[config.mk]
export PLATFORM = sky130hd
export DESIGN_NAME = uart_dbg_bridge
export DESIGN_NICKNAME = d
export VERILOG_FILES = /design/src/rtl/uart_dbg_pkg.sv /design/src/rtl/uart_dbg_byteio.sv /design/src/rtl/uart_dbg_bridge.sv
export SDC_FILE = /design/constraint.sdc
export NUM_CORES = 1
export LEC_CHECK = 0
export CAP_MARGIN = 20
export CORE_MARGIN = 2
export CORE_UTILIZATION = 41
export CTS_CLUSTER_DIAMETER = 80
export DETAILED_ROUTE_END_ITERATION = 12
export GPL_ROUTABILITY_DRIVEN = 0
export PLACE_DENSITY = 0.87
export SYNTH_ARGS = -nofsm -noshare
export SYNTH_HDL_FRONTEND = slang
export SYNTH_SLANG_ARGS = --single-unit
[constraint.sdc]
create_clock -name clk -period 1.95 [get_ports clk]
set_input_delay 0.39 -clock clk [delete_from_list [all_inputs] [get_ports clk]]
set_output_delay 0.39 -clock clk [all_outputs]
set_load 0.005 [all_outputs]
[src/rtl/uart_dbg_pkg.sv]
// Shared types and protocol constants for the UART debug bridge.
package uart_dbg_pkg;

  typedef enum logic [2:0] {
    ST_IDLE,
    ST_RX_ADDR,
    ST_RX_DATA,
    ST_BUS,
    ST_TX_RESP
  } state_e;

  localparam logic [7:0] CMD_WRITE = 8'h01;
  localparam logic [7:0] CMD_READ  = 8'h02;
  localparam logic [7:0] RSP_ACK   = 8'hAA;
  localparam logic [7:0] RSP_ERR   = 8'hEE;

  function automatic logic is_cmd(input logic [7:0] b);
    return (b == CMD_WRITE) || (b == CMD_READ);
  endfunction

endpackage

[src/rtl/uart_dbg_byteio.sv]
// Byte-level handshake with the UART data register: one-cycle read strobe
// after each taken byte, write enable held with stable data until accepted.
module uart_dbg_byteio (
  input  logic        clk,
  input  logic        resetn,
  output logic        uart_dat_we,
  output logic        uart_dat_re,
  output logic [31:0] uart_dat_di,
  input  logic [31:0] uart_dat_do,
  input  logic        uart_dat_wait,
  output logic        rx_valid,
  output logic [7:0]  rx_byte,
  input  logic        rx_take,
  input  logic        tx_req,
  input  logic [7:0]  tx_byte,
  output logic        tx_done
);

  logic       re_q;
  logic       we_q;
  logic [7:0] di_q;

  // NOTE: sequential state uses non-blocking assignments only, so every
  // register samples pre-edge values regardless of process ordering.
  always_ff @(posedge clk) begin
    if (!resetn) begin
      re_q <= 1'b0;
      we_q <= 1'b0;
      di_q <= 8'h00;
    end else begin
      re_q <= rx_take && rx_valid;
      if (we_q) begin
        if (!uart_dat_wait) we_q <= 1'b0;
      end else if (tx_req) begin
        we_q <= 1'b1;
        di_q <= tx_byte;
      end
    end
  end

  // Masking with re_q gives the UART one cycle to clear its valid flag.
  assign rx_valid    = !uart_dat_do[31] && !re_q && !we_q;
  assign rx_byte     = uart_dat_do[7:0];
  assign tx_done     = we_q && !uart_dat_wait;
  assign uart_dat_we = we_q;
  assign uart_dat_re = re_q;
  assign uart_dat_di = {24'h0, di_q};

  logic unused_do_bits;
  assign unused_do_bits = ^uart_dat_do[30:8];

endmodule

[src/rtl/uart_dbg_bridge.sv]
// UART-driven debug bus master: host peek/poke over a binary byte protocol.
// Optional inter-byte timeout when UART_DBG_TIMEOUT_EN is defined.
module uart_dbg_bridge
  import uart_dbg_pkg::*;
#(
  parameter int unsigned TIMEOUT_CYCLES = 1000000
) (
  input  logic        clk,
  input  logic        resetn,
  output logic        uart_dat_we,
  output logic        uart_dat_re,
  output logic [31:0] uart_dat_di,
  input  logic [31:0] uart_dat_do,
  input  logic        uart_dat_wait,
  output logic        mem_valid,
  input  logic        mem_ready,
  output logic [31:0] mem_addr,
  output logic [31:0] mem_wdata,
  output logic [3:0]  mem_wstrb,
  input  logic [31:0] mem_rdata,
  output logic        busy
);

  state_e      state_q, state_d;
  logic [1:0]  cnt_q;
  logic        is_write_q;
  logic        rsp_one_q;
  logic [31:0] addr_q;
  logic [31:0] wdata_q;
  logic [31:0] rsp_q;

  logic        rx_valid, rx_take, tx_req, tx_done, timeout;
  logic [7:0]  rx_byte;

  uart_dbg_byteio u_byteio (
    .clk           (clk),
    .resetn        (resetn),
    .uart_dat_we   (uart_dat_we),
    .uart_dat_re   (uart_dat_re),
    .uart_dat_di   (uart_dat_di),
    .uart_dat_do   (uart_dat_do),
    .uart_dat_wait (uart_dat_wait),
    .rx_valid      (rx_valid),
    .rx_byte       (rx_byte),
    .rx_take       (rx_take),
    .tx_req        (tx_req),
    .tx_byte       (rsp_q[7:0]),
    .tx_done       (tx_done)
  );

`ifdef UART_DBG_TIMEOUT_EN
  logic [31:0] tmo_q;
  logic        in_rx;
  assign in_rx = (state_q == ST_RX_ADDR) || (state_q == ST_RX_DATA);

  always_ff @(posedge clk) begin
    if (!resetn || rx_take || !in_rx) tmo_q <= 32'h0;
    else                              tmo_q <= tmo_q + 32'h1;
  end

  assign timeout = in_rx && (tmo_q == 32'(TIMEOUT_CYCLES));
`else
  localparam int unsigned unused_timeout_cycles = TIMEOUT_CYCLES;
  assign timeout = 1'b0;
`endif

  always_ff @(posedge clk) begin
    if (!resetn) state_q <= ST_IDLE;
    else         state_q <= state_d;
  end

  // NOTE: every output of this block gets a default first, so no path can
  // leave a signal unassigned and infer a latch.
  always_comb begin
    state_d = state_q;
    rx_take = 1'b0;
    tx_req  = 1'b0;
    unique case (state_q)
      ST_IDLE: begin
        if (rx_valid) begin
          rx_take = 1'b1;
          state_d = is_cmd(rx_byte) ? ST_RX_ADDR : ST_TX_RESP;
        end
      end
      ST_RX_ADDR: begin
        if (rx_valid) begin
          rx_take = 1'b1;
          if (cnt_q == 2'd3) state_d = is_write_q ? ST_RX_DATA : ST_BUS;
        end
      end
      ST_RX_DATA: begin
        if (rx_valid) begin
          rx_take = 1'b1;
          if (cnt_q == 2'd3) state_d = ST_BUS;
        end
      end
      ST_BUS: begin
        if (mem_ready) state_d = ST_TX_RESP;
      end
      ST_TX_RESP: begin
        tx_req = 1'b1;
        if (tx_done && (rsp_one_q || cnt_q == 2'd3)) state_d = ST_IDLE;
      end
      default: state_d = ST_IDLE;
    endcase
    // A stalled host abandons the partial command without any response.
    if (timeout) begin
      rx_take = 1'b0;
      state_d = ST_IDLE;
    end
  end

  // NOTE: the datapath is a handful of flops, not a memory array, so all of
  // it takes the synchronous reset.
  always_ff @(posedge clk) begin
    if (!resetn) begin
      cnt_q      <= 2'd0;
      is_write_q <= 1'b0;
      rsp_one_q  <= 1'b0;
      addr_q     <= 32'h0;
      wdata_q    <= 32'h0;
      rsp_q      <= 32'h0;
    end else begin
      unique case (state_q)
        ST_IDLE: begin
          cnt_q <= 2'd0;
          if (rx_take) begin
            is_write_q <= (rx_byte == CMD_WRITE);
            if (!is_cmd(rx_byte)) begin
              rsp_q     <= {24'h0, RSP_ERR};
              rsp_one_q <= 1'b1;
            end
          end
        end
        ST_RX_ADDR: if (rx_take) begin
          addr_q <= {rx_byte, addr_q[31:8]};
          cnt_q  <= cnt_q + 2'd1;
        end
        ST_RX_DATA: if (rx_take) begin
          wdata_q <= {rx_byte, wdata_q[31:8]};
          cnt_q   <= cnt_q + 2'd1;
        end
        ST_BUS: if (mem_ready) begin
          rsp_q     <= is_write_q ? {24'h0, RSP_ACK} : mem_rdata;
          rsp_one_q <= is_write_q;
        end
        ST_TX_RESP: if (tx_done) begin
          rsp_q <= {8'h00, rsp_q[31:8]};
          cnt_q <= cnt_q + 2'd1;
        end
        default: ;
      endcase
    end
  end

  assign mem_valid = (state_q == ST_BUS);
  assign mem_addr  = {addr_q[31:2], 2'b00};
  assign mem_wdata = wdata_q;
  assign mem_wstrb = is_write_q ? 4'hF : 4'h0;
  assign busy      = (state_q != ST_IDLE);

  logic unused_addr_lo;
  assign unused_addr_lo = ^addr_q[1:0];

endmodule
### After elaboration in Yosys (flattened, before gate mapping)

Index checks and enable logic that the tools add are counted.

| cells by class | value |
|---|---|
| $add $sub $neg | 1 |
| equal/unequal tests | 18 |
| multiplexer cells | 30 |
| bitwise gates (word level) | 1 |
| reductions and logical operators | 26 |

Operators with widths:

| cell | count |
|---|---|
| $mux 32 | 5 |
| $pmux 32 s3 | 1 |
| $mux 3 | 8 |
| $pmux 3 s5 | 1 |
| $ne 2x1->1 const B | 6 |
| $mux 1 | 10 |
| $ne 2x2->1 const B | 5 |
| $reduce_bool 3->1 | 3 |
| $eq 8x1->1 const B | 1 |
| $eq 8x2->1 const B | 1 |
| $reduce_and 2->1 | 4 |
| $reduce_and 7->1 | 1 |
| $eq 3x2->1 const B | 2 |
| $pmux 2 s3 | 1 |
| $logic_and 1x1->1 | 5 |
| $reduce_and 5->1 | 1 |
| $logic_not 1->1 | 4 |
| $mux 2 | 2 |
| $mux 4 | 1 |
| $reduce_and 4->1 | 1 |
| $eq 3x1->1 const B | 1 |
| $eq 3x3->1 const B | 1 |
| $logic_not 3->1 | 1 |
| $reduce_and 3->1 | 1 |
| 8 further kinds | 9 |

| word-level totals | value |
|---|---|
| flip-flop bits (word level) | 113 |
| output and inout port bits | 104 |
| logic and storage cells | 86 |

### Depth between registers and ports, before layout

| logic depth | value |
|---|---|
| word-level depth | 7 |
| mapped depth | 7 |
| mapped depth without buffers | 5 |

### Cells and area by module

From an unflattened synthesis, not the netlist that was laid out.

| unflattened totals | value |
|---|---|
| cells, all modules | 566 |
| area total of the unflattened synthesis | 4,974.8 µm² |

Modules (own cells, without submodules):

| module | times used | cells each | area an instance (µm²) | seq. area each (µm²) |
|---|---|---|---|---|
| uart_dbg_bridge | 1 | 490 | 4,316.6 | 2,021.9 |
| uart_dbg_byteio | 1 | 76 | 658.1 | 200.2 |

### Worst setup path after synthesis

OpenSTA, ideal clock, no wires.

| path | value |
|---|---|
| path type | register to register |
| from | register u_byteio.we_q (netlist: u_byteio.uart_dat_we) |
| to | register wdata_q[10] (netlist: mem_wdata[10]) |
| library setup time | 0.118 ns |
| data arrival time | 1.716 ns |
| setup slack | 0.116 ns |
| cell stages (with the launch flop) | 8 |
| buffers on the path | 3 |
| period minus slack after synthesis | 1.834 ns |
| cell sequence | dfxtp_1 or3_1 buf_6 or4b_4 buf_6 buf_6 nand2_2 a21boi_2 |

| between the ends | value |
|---|---|
| longest elaborated chain between the ends | 5 |

RTL lines:

| item | line | RTL |
|---|---|---|
| start: declaration | uart_dbg_byteio.sv:20 | `logic we_q;` |
| start signal: assignment | uart_dbg_byteio.sv:28 | `we_q <= 1'b0;` |
| start signal: assignment | uart_dbg_byteio.sv:33 | `if (!uart_dat_wait) we_q <= 1'b0;` |
| start signal: assignment | uart_dbg_byteio.sv:35 | `we_q <= 1'b1;` |
| $logic_not 1->1 | uart_dbg_byteio.sv:42 | `assign rx_valid = !uart_dat_do[31] && !re_q && !we_q;` |
| $logic_and 1x1->1 | uart_dbg_byteio.sv:42 |  |
| $mux 1 | uart_dbg_bridge.sv:80, uart_dbg_bridge.sv:86, uart_dbg_bridge.sv:92 |  |
| $mux 1 | - |  |
| $reduce_and 2->1 (no source line) | - |  |
| end signal: assignment | uart_dbg_bridge.sv:140 | `wdata_q <= {rx_byte, wdata_q[31:8]};` |
| end: declaration | uart_dbg_bridge.sv:29 | `logic [31:0] wdata_q;` |

Every way passes these cells.
A chain may end at the register's enable or synchronous reset.

### Worst setup path in the final report

| path | value |
|---|---|
| from | input uart_dat_do[7] |
| to | register rsp_q[10] |

| between the ends | value |
|---|---|
| longest elaborated chain between the ends | 4 |
| elaborated cells between the ends (all ways) | 5 |
| classes of those cells | 3 x eq/ne; 2 x reduce/logical |

RTL lines:

| item | line | RTL |
|---|---|---|
| start: declaration | uart_dbg_bridge.sv:13 | `input logic [31:0] uart_dat_do,` |
| $eq 8x1->1 or $eq 8x2->1 (tied branches) | uart_dbg_pkg.sv:18 | `return (b == CMD_WRITE) \|\| (b == CMD_READ);` |
| $logic_or 1x1->1 * | uart_dbg_pkg.sv:18 |  |
| $ne 2x2->1 (no source line) * | - |  |
| $reduce_and 5->1 (no source line) * | - |  |
| end signal: assignment | uart_dbg_bridge.sv:130 | `rsp_q <= {24'h0, RSP_ERR};` |
| end signal: assignment | uart_dbg_bridge.sv:144 | `rsp_q <= is_write_q ? {24'h0, RSP_ACK} : mem_rdata;` |
| end signal: assignment | uart_dbg_bridge.sv:148 | `rsp_q <= {8'h00, rsp_q[31:8]};` |
| end: declaration | uart_dbg_bridge.sv:30 | `logic [31:0] rsp_q;` |

Mark *: on every way between the ends. The rest lies on a longest branch, timed or not.

==> impl_metrics.toml <==
[yosys]
ys_dominant_reg_cell = "dfxtp_1"
synth_commonest_cells = "nand2_1 (174), dfxtp_1 (111), a21boi_0 (41), mux2i_1 (34), buf_4 (33)"
syn_area_per_cell_um2 = 8.79
synth_edf_count = 0
yosysTopAreaCell = "dfxtp_1"
syn-cell-area_mm2 = 0.00506
ys_warn_count = 0
synth.top_cell.area_share = 0.439
ys_seq_area_frac = 0.439
yosysUniqueCellTypes = 48
synthCells = 576
yosys-top-cells-area = "dfxtp_1 (44%), nand2_1 (13%), mux2i_1 (6.7%)"
async_flop_share = 0
synth_most_common_cell = "nand2_1"
ys_ff_latch = 111

[drt]
route.detailed.drc = 0
drtIter0Drc = 261
vias = 4122
firstDrtPassIters = 4
ant_nets = 0
vias_per_cell = 4.88
wirelength_um = 11000
wl_per_cell_um = 13.0

[cts]
tritoncts = "yes"
clockBufferDepth = 2
insertion_delay_ns = 0.35
cts_buffers = 9
cts-root-buf = "clkbuf_16"
ctsHoldBuffers = 0
clock-sinks = 111
clkTransAtPathRegs_ns = 0.07
htreeDepth = 3

[worst_setup_path]
r2r_start = "state_q[0]"
cp-end-kind = "flip-flop"
critPathMaxStageDelay_ns = 0.43
rrSetupSlack_ns = 0.15
r2r-end = "rsp_q[3]"
path_max_fanout = 13
startpoint = "uart_dat_do[7]"
cp_data_required_time_ns = 2.23
reg2regPathDepth = 6
cp-endpoint = "rsp_q[10]"
cp-start-kind = "input port"
crit_type = "in2reg"
worstPathArrival_ns = 2.17
slowest_stage = "clkdlybuf4s50_1"
crit_chain = "clkdlybuf4s50_1 > nor4_1 > buf_4 > nand3_1 > o32ai_4 > clkbuf_16 > mux2i_1"

[place]
place.port_buffers = 122
hpwl_um = 7690
place_inst = 826

[flow_run]
maxCapViolCount = 0

[pwr]
peakVddDrop_mv = 0.457
p_leak_nw = 2.50
power.density_mw_per_mm2 = 679

[timing]
max_slew.worst_pin.slew_ns = 0.495
max_freq_ghz = 0.528
setup_viol = 0
hold_violations = 0
tns_ns = 0
rsz0062_at_grt = "no"
post-route-period-util = 0.971
slew_viol_final = 0
finalClockSkew_ns = 0.00665
finalCriticalPeriod_ns = 1.89
maxSlewHeadroom = 0.669

[layout]
num-fill-cells = 1034
nets = 762
layout-drive-gt1-share = 0.146
instances_no_fill = 845
area_growth_pct = 34.1
diodes = 0

[global_routing]
antenna_found_initial = 0
grt_pass1_vias = 3746
gr-total-overflow = 0
grt_start_max_net_pins = 63
grt_pass1_wl_um = 17900
track_usage = 0.170

[floorplanning]
die_width_um = 115
pin_count = 172
initial_core_util = 0.421
die_y_um = 115
die_area_mm2 = 0.0132
coreArea_mm2 = 0.0120
num_rows = 40

[min_path]
hold_path_class = "reg2reg"

[run_status]
status = "finished clean"
registers in the layout (all words and copies together), names as in the netlist:
| name | flops |
|---|---|
| mem_wdata | 32 |
| addr_q | 30 |
| u_byteio.uart_dat_we | 1 |
| cnt_q | 2 |
| rsp_q | 32 |
| u_byteio.uart_dat_re | 1 |
| is_write_q | 1 |
| rsp_one_q | 1 |
| state_q | 3 |
| u_byteio.di_q | 8 |
worst min path at each step:
stage,startpoint,endpoint,cells after the start
finish,mem_wdata[7],mem_wdata[7],2
global route,mem_wdata[7],mem_wdata[7],2
CTS,resetn,rsp_q[4],3
detailed placement,mem_wdata[7],mem_wdata[7],2
global placement,rsp_q[17],rsp_q[17],2
floorplan,rsp_q[10],rsp_q[10],2
per-layer routing:
layer	routed length, µm	share of wire	vias up	GRT usage
met1	5000	0.45	1895	0.216
li1	-	-	2096	-
met2	5190	0.47	111	0.268
met3	546	0.050	20	0.0511
met5	0	0	-	0
met4	259	0.024	0	0.0723
logic make-up (layout without fill, tap and decap cells):
kind of cell / count (synthesis) / in the layout / synth area share
buffers and inverters: 79 / 176 / 0.0932
xor gates and xnor gates: 2 / 2 / 0.00346
other: 1 / 26 / 0.000741
adders and majority gates: 2 / 2 / 0.00445
DFF: 111 / 111 / 0.439
and+or+nand+nor: 236 / 236 / 0.206
muxes: 34 / 34 / 0.0672
AOI/OAI and AO/OA: 111 / 111 / 0.185
metrics by stage:
step                      utilization  instance area, µm²  worst slack (ns)  total power, mW  hold WS (ns)
after floorplan                     -                5150             0.116             2.70         0.438
after global placement          0.537                6450            -0.266             2.88         0.444
after detailed placement        0.537                6450            -0.273             2.89         0.448
after CTS                       0.563                6760            0.0257             4.64         0.440
after global routing            0.565                6790            0.0104             4.79         0.470
final                           0.565                6790            0.0572             4.61         0.454
critical path: cells and delay by family:
family | cells | cell delay [ns]
muxes | 1 | 0.19
AOI/OAI and AO/OA | 1 | 0.25
and+or+nand+nor | 2 | 0.47
buffers and inverters | 3 | 0.87
area by class of cell:
| type | instances | area (µm²) | area share |
|---|---|---|---|
| timing repair buffer | 156 | 1580 | 0.233 |
| inverter | 4 | 15.0 | 0.00221 |
| multi-input combinational | 411 | 2500 | 0.368 |
| sequential | 111 | 2230 | 0.328 |
| tap | 147 | 184 | 0.0271 |
| clock inverter | 6 | 46.3 | 0.00682 |
| clock buffer | 10 | 239 | 0.0352 |
power by group:
group / switching, mW / internal [mW]
Clock: 0.844 / 0.906
Combinational: 0.246 / 0.290
Sequential: 0.0224 / 2.30
repair_timing:
| item | CTS | global route |
|---|---|---|
| resized for setup | 4 | 2 |
| setup endpoints to repair | 2 | 2 |
| hold endpoints to repair | 0 | 0 |
| cloned | 0 | 1 |
| setup buffers | 2 | 0 |
| pin swaps | 1 | 1 |
layout by cell type, fill, tap and decap left out, types with 2 or more instances in the layout:
master,n
clkinv_4,3
and2_1,2
o21ai_0,6
nand2_1,174
conb_1,26
a21boi_2,20
nand3b_1,2
nor2b_1,3
clkdlybuf4s50_1,119
nand3_1,10
mux2i_1,34
a21boi_0,41
buf_12,7
clkinvlp_4,2
and3_1,3
buf_4,27
nand2_2,20
clkbuf_16,10
a21boi_1,10
inv_1,4
dfxtp_2,3
o221ai_1,6
nor2_1,8
nor3_1,2
dfxtp_1,108
a22o_1,18
No activity file was read; power rests on OpenSTA's default activity.
